<file path="src/rtl/sample_pkg.sv">
// Shared definitions for the sampled audio path sequencer.
// Contents:
//   seq_state_t  - sequencer state encoding
//   SAMPLE_DW    - default sample data width
//   CLK_DIV_10K  - default divider for a 10 kHz sample rate from 50 MHz
package sample_pkg;

  localparam int SAMPLE_DW   = 10;
  localparam int CLK_DIV_10K = 5000;

  typedef enum logic [1:0] {
    IDLE      = 2'd0,
    ADC_WAIT  = 2'd1,
    PROC_WAIT = 2'd2,
    DAC_WAIT  = 2'd3
  } seq_state_t;

endpackage

</file>
<file path="src/rtl/sample_tick_gen.sv">
// Free-running sample-rate divider. Counts 0..CLK_DIV-1 and wraps without
// any gating. tick is high for the single cycle in which the count is at
// CLK_DIV-1, so the first tick shows up CLK_DIV cycles after reset release.
// Ports:
//   sysclk - system clock
//   rst_n  - asynchronous active-low reset
//   tick   - one-cycle sample-rate strobe
module sample_tick_gen
  import sample_pkg::*;
#(
  parameter int CLK_DIV = CLK_DIV_10K
) (
  input  logic sysclk,
  input  logic rst_n,
  output logic tick
);

  localparam int CW = (CLK_DIV > 2) ? $clog2(CLK_DIV) : 1;
  localparam logic [CW-1:0] LAST = CW'(CLK_DIV - 1);

  logic [CW-1:0] count_q, count_d;

  always_comb begin
    count_d = (count_q == LAST) ? '0 : count_q + CW'(1);
  end

  always_ff @(posedge sysclk or negedge rst_n) begin
    if (!rst_n) count_q <= '0;
    else        count_q <= count_d;
  end

  assign tick = (count_q == LAST);

endmodule

</file>
<file path="src/rtl/sample_sequencer.sv">
// Sequencer for the ADC -> processor -> DAC sample path.
// Starts an ADC conversion on each enabled sample tick, captures the ADC word
// into proc_in, waits PROC_LAT cycles for the processor result, then loads it
// into dac_data with a dac_start pulse. A tick that arrives while a sample is
// still in flight is dropped and sets the sticky overrun flag.
// Optional build macro SEQ_OVERRUN_CNT_EN adds overrun_cnt, a saturating
// count of dropped ticks.
// Ports:
//   sysclk, rst_n         - clock, asynchronous active-low reset
//   en                    - gates starting a new sample
//   adc_start/adc_done    - ADC handshake, adc_data valid with adc_done
//   proc_in/proc_out      - processor datapath in/out
//   dac_start/dac_data    - DAC load strobe and held DAC word
//   dac_done              - DAC transfer complete
//   busy                  - sample in flight
//   overrun/overrun_clr   - sticky dropped-tick flag and its clear
//   overrun_cnt           - dropped tick count (SEQ_OVERRUN_CNT_EN only)
//
// state     | meaning
// ----------+------------------------------------------------
// IDLE      | waiting for an enabled tick
// ADC_WAIT  | conversion started, waiting for adc_done
// PROC_WAIT | sample in processor, latency counter running
// DAC_WAIT  | DAC loaded, waiting for dac_done
module sample_sequencer
  import sample_pkg::*;
#(
  parameter int CLK_DIV  = CLK_DIV_10K,
  parameter int PROC_LAT = 1,
  parameter int DW       = SAMPLE_DW
) (
  input  logic          sysclk,
  input  logic          rst_n,
  input  logic          en,
  output logic          adc_start,
  input  logic          adc_done,
  input  logic [DW-1:0] adc_data,
  output logic [DW-1:0] proc_in,
  input  logic [DW-1:0] proc_out,
  output logic          dac_start,
  output logic [DW-1:0] dac_data,
  input  logic          dac_done,
  output logic          busy,
  output logic          overrun,
  input  logic          overrun_clr
`ifdef SEQ_OVERRUN_CNT_EN
  ,
  output logic [7:0]    overrun_cnt
`endif
);

  logic          tick;
  logic          drop;
  seq_state_t    state_q, state_d;
  logic [3:0]    lat_q, lat_d;
  logic          adc_start_q, adc_start_d;
  logic          dac_start_q, dac_start_d;
  logic [DW-1:0] proc_in_q, proc_in_d;
  logic [DW-1:0] dac_data_q, dac_data_d;
  logic          overrun_q, overrun_d;

  sample_tick_gen #(.CLK_DIV(CLK_DIV)) u_tick_gen (
    .sysclk (sysclk),
    .rst_n  (rst_n),
    .tick   (tick)
  );

  // A tick that cannot start a sample because one is still in flight.
  assign drop = tick && en && (state_q != IDLE);

  always_comb begin
    state_d     = state_q;
    lat_d       = lat_q;
    adc_start_d = 1'b0;
    dac_start_d = 1'b0;
    proc_in_d   = proc_in_q;
    dac_data_d  = dac_data_q;
    case (state_q)
      IDLE: begin
        if (tick && en) begin
          adc_start_d = 1'b1;
          state_d     = ADC_WAIT;
        end
      end
      ADC_WAIT: begin
        if (adc_done) begin
          proc_in_d = adc_data;
          lat_d     = 4'(PROC_LAT);
          state_d   = PROC_WAIT;
        end
      end
      PROC_WAIT: begin
        // Load when the counter is about to reach zero so dac_start lands
        // exactly PROC_LAT+1 cycles after adc_done.
        if (lat_q <= 4'd1) begin
          lat_d       = 4'd0;
          dac_data_d  = proc_out;
          dac_start_d = 1'b1;
          state_d     = DAC_WAIT;
        end else begin
          lat_d = lat_q - 4'd1;
        end
      end
      DAC_WAIT: begin
        if (dac_done) state_d = IDLE;
      end
      default: state_d = IDLE;
    endcase
  end

  // Set has priority over clear.
  always_comb begin
    if (drop)             overrun_d = 1'b1;
    else if (overrun_clr) overrun_d = 1'b0;
    else                  overrun_d = overrun_q;
  end

  always_ff @(posedge sysclk or negedge rst_n) begin
    if (!rst_n) begin
      state_q     <= IDLE;
      lat_q       <= '0;
      adc_start_q <= 1'b0;
      dac_start_q <= 1'b0;
      proc_in_q   <= '0;
      dac_data_q  <= '0;
      overrun_q   <= 1'b0;
    end else begin
      state_q     <= state_d;
      lat_q       <= lat_d;
      adc_start_q <= adc_start_d;
      dac_start_q <= dac_start_d;
      proc_in_q   <= proc_in_d;
      dac_data_q  <= dac_data_d;
      overrun_q   <= overrun_d;
    end
  end

`ifdef SEQ_OVERRUN_CNT_EN
  logic [7:0] ovr_cnt_q, ovr_cnt_d;

  // A drop coinciding with a clear restarts the count at one.
  always_comb begin
    ovr_cnt_d = ovr_cnt_q;
    if (drop) begin
      if (overrun_clr)              ovr_cnt_d = 8'd1;
      else if (ovr_cnt_q != 8'hFF)  ovr_cnt_d = ovr_cnt_q + 8'd1;
    end else if (overrun_clr) begin
      ovr_cnt_d = 8'd0;
    end
  end

  always_ff @(posedge sysclk or negedge rst_n) begin
    if (!rst_n) ovr_cnt_q <= '0;
    else        ovr_cnt_q <= ovr_cnt_d;
  end

  assign overrun_cnt = ovr_cnt_q;
`endif

  assign adc_start = adc_start_q;
  assign dac_start = dac_start_q;
  assign proc_in   = proc_in_q;
  assign dac_data  = dac_data_q;
  assign busy      = (state_q != IDLE);
  assign overrun   = overrun_q;

endmodule

</file>
<file path="config.mk">
export PLATFORM = sky130hd
export DESIGN_NAME = sample_sequencer
export DESIGN_NICKNAME = d
export VERILOG_FILES = /design/src/rtl/sample_pkg.sv /design/src/rtl/sample_tick_gen.sv /design/src/rtl/sample_sequencer.sv
export SDC_FILE = /design/constraint.sdc
export NUM_CORES = 1
export LEC_CHECK = 0
export ABC_AREA = 1
export BUFFER_PORTS_ARGS = -buffer_cell sky130_fd_sc_hd__buf_2
export CAP_MARGIN = 20
export CORE_ASPECT_RATIO = 2
export CORE_MARGIN = 2
export CORE_UTILIZATION = 25
export CTS_CLUSTER_SIZE = 16
export DETAILED_ROUTE_END_ITERATION = 8
export GPL_TIMING_DRIVEN = 1
export PLACE_DENSITY = 0.51
export SYNTH_ARGS = -nofsm -noshare
export SYNTH_HDL_FRONTEND = slang
export SYNTH_SLANG_ARGS = --single-unit
</file>
<file path="constraint.sdc">
create_clock -name sysclk -period 1.8 [get_ports sysclk]
set_input_delay 0.54 -clock sysclk [delete_from_list [all_inputs] [get_ports sysclk]]
set_output_delay 0.54 -clock sysclk [all_outputs]
set_load 0.01 [all_outputs]
</file>
# Yosys cells after proc, flatten, opt, wreduce, memory -nomap -nowiden
# Index checks and enable logic that the tools add are counted.
[word_totals] ff_bits=42 inputBits=26 output_inout_bits=24 elab_cells=44
[classes] n_addsub=2 n_lt_le_gt_ge=1 eq_ne=8 muxes=15 n_reduce_logical=10
[ops] op="13-bit by 1-bit adder with 13-bit output (second input constant)" n=1
[ops] op="13-bit equality test (second input constant)" n=1
[ops] op="13-bit two-way mux" n=1
[ops] op="2-bit two-way mux" n=4
[ops] op="4-bit two-way mux" n=2
[ops] op="2-bit != test (second input constant)" n=4
[ops] op="2-bit case mux with 4 select lines" n=1
[ops] op="4-bit case mux with 2 select lines" n=1
[ops] op="1-bit two-way mux" n=6
[ops] op="2-bit AND reduction" n=3
[ops] op="2-bit nonzero test" n=3
[ops] op="2-bit equality test (second input constant)" n=2
[ops] op="4-bit by 1-bit less-or-equal comparator with 1-bit output (second input constant)" n=1
[ops] op="4-bit AND reduction" n=1
[ops] op="4-bit by 1-bit subtractor with 4-bit output (second input constant)" n=1
[ops] op="2-bit by 1-bit equality test with 1-bit output (second input constant)" n=1
[ops] op="1-bit logical AND" n=2
[ops] op="2-bit logical NOT" n=1

# Depth between registers and ports, before layout
[depth] word_depth=4 mapped_depth=9 depth_no_buf=9

# Cells and area by module
# Synthesis repeated with hierarchy kept, for this count alone.
[unflattened] hier_cells=235 hier_area_um2=2095.8
[by_module_without_submodules] mod="sample_sequencer" n_inst=1 cells_each=133 area_per_inst_um2=1342.5 seq_area_each_um2=725.7
[by_module_without_submodules] mod="sample_tick_gen" n_inst=1 cells_each=102 area_per_inst_um2=753.2 seq_area_each_um2=325.3

# Worst setup path after synthesis
# No wires, ideal clock.
[synth_path] path_type="reg2reg" startpoint="reg state_q[1]" endpoint="reg proc_in_q[0], in the netlist proc_in[0]" setup_ns=0.125 arrival_time_ns=1.261 t_required_ns=1.675 path_slack_ns=0.415 path_stages_with_launch=6 n_path_buf=1 period_less_slack_ns=1.385 cell_sequence="dfrtp_1 > inv_1 > ha_1 > nand2_1 > buf_2 > mux2_2"
[synth_between] elab_chain_cells=2
[synth_rtl] element="start, declared" line_no="sample_sequencer.sv:54" source="seq_state_t state_q, state_d;"
[synth_rtl] element="start signal, assigned" line_no="sample_sequencer.sv:128" source="state_q <= state_d;"
[synth_rtl] element="2-bit by 1-bit equality test with 1-bit output" line_no="sample_sequencer.sv:78" source="case (state_q)"
[synth_rtl] element="2-bit AND reduction (no source line)"
[synth_rtl] element="end signal, assigned" line_no="sample_sequencer.sv:132" source="proc_in_q <= proc_in_d;"
[synth_rtl] element="end, declared" line_no="sample_sequencer.sv:58" source="logic [DW-1:0] proc_in_q, proc_in_d;"
# Every way passes these cells.
# A chain may end at the register's enable or synchronous reset.

# Worst setup path in the final report
[layout_path] startpoint="reg state_q[1]" endpoint="out busy"
[layout_between] elab_chain_cells=1
[layout_rtl] element="2-bit nonzero test" line_no="sample_sequencer.sv:164" source="assign busy = (state_q != IDLE);"
[layout_rtl] element="end, declared" line_no="sample_sequencer.sv:43" source="output logic busy,"
# Every way passes these cells.

==> out/metrics.csv <==
stage,metric,value,unit
global_route,grt-ovfl-total,0,
die,coreArea,7657,um^2
pwr,power.density,752.7,nW/um^2
clocking,clkTransAtPathRegs,60,ps
placed_design,io_buffers,49,
worst_setup_path,slowest_delay,410,ps
route,drt_iter0_drc,52,
synthesis,ys_seq_elements,42,
sta,setup_viol,0,
layout,nets,312,
layout,fin_util,0.3302,
placed_design,dpl.hpwl,3470,um
worst_setup_path,critPathBufInv,3,
synthesis,synthCells,221,
synthesis,yosysWarnings,0,
pwr,netSwitchingFraction,0.2033,
pwr,irDropWorstVdd,0.3341,mV
synthesis,ys_types,24,
placed_design,placed_area,2360,um^2
sta,finalHoldViolations,0,
sta,fin_crit_sh,0.9606,
sta,final.setup.tns,0,ps
layout,stdcell_area,2529,um^2
sta,max_freq,578.3,MHz
worst_setup_path,cp-start-kind,flip-flop,
clocking,cts-root-buf,clkbuf_16,
global_route,grt_pass1_vias,1665,
clocking,cts_made_buffers,5,
sta,rsz0062_at_grt,false,
layout,nFillCells,858,
sta,period_needed,1729,ps
route,dr.pass1.iters,4,
synthesis,avgSynthCellArea,8.945,um^2
pwr,p_switching,387.0,uW
clocking,hold_buffers,0,
die,die_h,129.8,um
synthesis,yosysSeqAreaShare,0.5316,
layout,num_antenna_cells,0,
global_route,grt_pass1_wl,7472,um
clocking,clkLatencyLatePin,290,ps
synthesis,syn_nets,254,
die,num_io_pins,50,
die,initial_core_util,0.2582,
hold_path,hp-class,in -> async,
clocking,cts_sinks,42,
worst_setup_path,crit_family,flip-flops,
clocking,tritoncts,done,
route,wl_per_cell,12.10,um
worst_setup_path,crit_slowest_cell,dfrtp_1,
sta,tightestPinTransition,415.8,ps
pwr,clockPowerShare,0.477,
pwr,p_seq_frac,0.496,
layout,area_delta_synth_final,27.91,%
run_status,run_status,finished clean,
synthesis,netlist_area,1977,um^2
global_route,antenna_found_initial,0,
sta,relSlewSlack,0.7202,
die,die-area,8678,um^2
sta,clock-skew-final,7.213,ps
worst_setup_path,cp.required,1260,ps
global_route,grt_use_total,0.1170,
sta,holdWs,218.1,ps
pwr,power,1.903,mW
clocking,htree_levels,2,
pwr,p_comb_frac,0.027,
worst_setup_path,cp_max_fo,4,
route,postRouteAntennaNets,0,
pwr,p_int,1.516,mW
worst_setup_path,critical_path.endpoint_type,output port,
worst_setup_path,worstPathCellList,inv_1 > ha_2 > inv_2 > buf_2,
pwr,power.leakage,1.329,nW
worst_setup_path,crit_type,reg -> out,
die,rows,45,
sta,slew_viol_final,0,
route,vias,1600,
route,routed_wl,4527,um
job,drv_cap,0,
layout,drive_gt1_frac,0.3036,
worst_setup_path,arrival,1190,ps
clocking,clockBufferDepth,2,
global_route,grt_max_degree,43,
die,die_w,66.88,um
route,vias_per_cell,4.278,
placed_design,gp_congestion,0.7276,
route,drc_errors,0,
[path summary, 6_finish.rpt]
check | depth (start not counted) | to | slack, ps | start
setup / recovery | 4 | busy | 70 | state_q[1]
hold / removal | 2 | proc_in[5] | 220 | rst_n
setup reg to reg | 6 | lat_q[3] | 230 | state_q[0]
hold reg to reg | 2 | dac_data[2] | 470 | dac_data[2]
max in group asynchronous | 2 | overrun | 1370 | rst_n
min in group sysclk | 3 | dac_data[2] | 450 | proc_out[2]
[synth_stat cells, drive strengths merged]
library cell | number | share of area
a21oi | 1 | 0.0025
mux2 | 10 | 0.057
nand3 | 11 | 0.033
nand3b | 1 | 0.0038
nor4 | 2 | 0.0063
o211ai | 1 | 0.0038
inv | 33 | 0.065
dfrtp | 42 | 0.53
nor2 | 24 | 0.054
nand4 | 3 | 0.0095
nand2 | 68 | 0.13
o22ai | 2 | 0.0063
nor3 | 5 | 0.013
o21ai | 3 | 0.0095
buf | 3 | 0.0076
xor2 | 5 | 0.022
ha | 7 | 0.044
[kinds of logic (layout without fill, tap and decap cells)]
kind of cell	after synthesis	after routing	synth area share
multiplexers	10	10	0.05696
adder cells (fa/ha/maj)	7	7	0.04430
AND/OR/NAND/NOR	114	114	0.2500
buffers and inverters	36	95	0.07278
flip-flops	42	42	0.5316
XOR/XNOR	5	5	0.02215
AO/OA/AOI/OAI	7	7	0.02215
[per-stage QoR]
stage | setup WS (ps) | cells
after floorplan | 414.7 | 221
after global placement | 232.4 | 364
after detailed placement | 213.5 | 364
after CTS | 3.214 | 373
after global routing | 8.547 | 374
final | 70.85 | 374
[layout by cell type, fill, tap and decap left out, drive strengths merged, types with 6 or more instances in the layout]
| cell type | n |
|---|---|
| nor2 | 24 |
| nand2 | 68 |
| buf | 54 |
| inv | 33 |
| ha | 7 |
| clkbuf | 6 |
| mux2 | 10 |
| dfrtp | 42 |
| nand3 | 11 |
[flip-flops by register name, summed over array words and instances (netlist names)]
name,count
u_tick_gen.count_q,13
dac_data,10
proc_in,10
lat_q,4
state_q,2
adc_start,1
dac_start,1
overrun,1
[cell type report]
type | count | area, um^2 | share of cell area
clock inverter | 2 | 12.51 | 0.004948
clock buffer | 6 | 138.9 | 0.05492
multi-input combinational | 143 | 784.5 | 0.3102
inverter | 33 | 128.9 | 0.05096
tap | 94 | 117.6 | 0.04651
sequential | 42 | 1051 | 0.4156
timing repair buffer | 54 | 295.3 | 0.1168
[power groups by stage]
stage | logic (mW) | registers (mW) | clock network, mW
after floorplan | 0.000350 | 0.962 | 0
after global placement | 0.0546 | 0.961 | 0
after detailed placement | 0.0540 | 0.961 | 0
after CTS | 0.0544 | 0.944 | 0.944
after global routing | 0.0589 | 0.943 | 0.986
final | 0.0515 | 0.944 | 0.908
[metal layers]
layer	up-vias	GRT usage	share of wire
met5	-	0	0
met4	0	0.06483	0.027
met3	8	0.03190	0.053
met2	41	0.2253	0.57
met1	748	0.1044	0.35
li1	803	-	-
[what timing repair did]
| action | in CTS | in global routing |
|---|---|---|
| resized for setup | 0 | 2 |
| buffers inserted | 1 | 1 |
| endpoints found under the setup margin | 1 | 1 |
(Power assumes the default switching activity.)
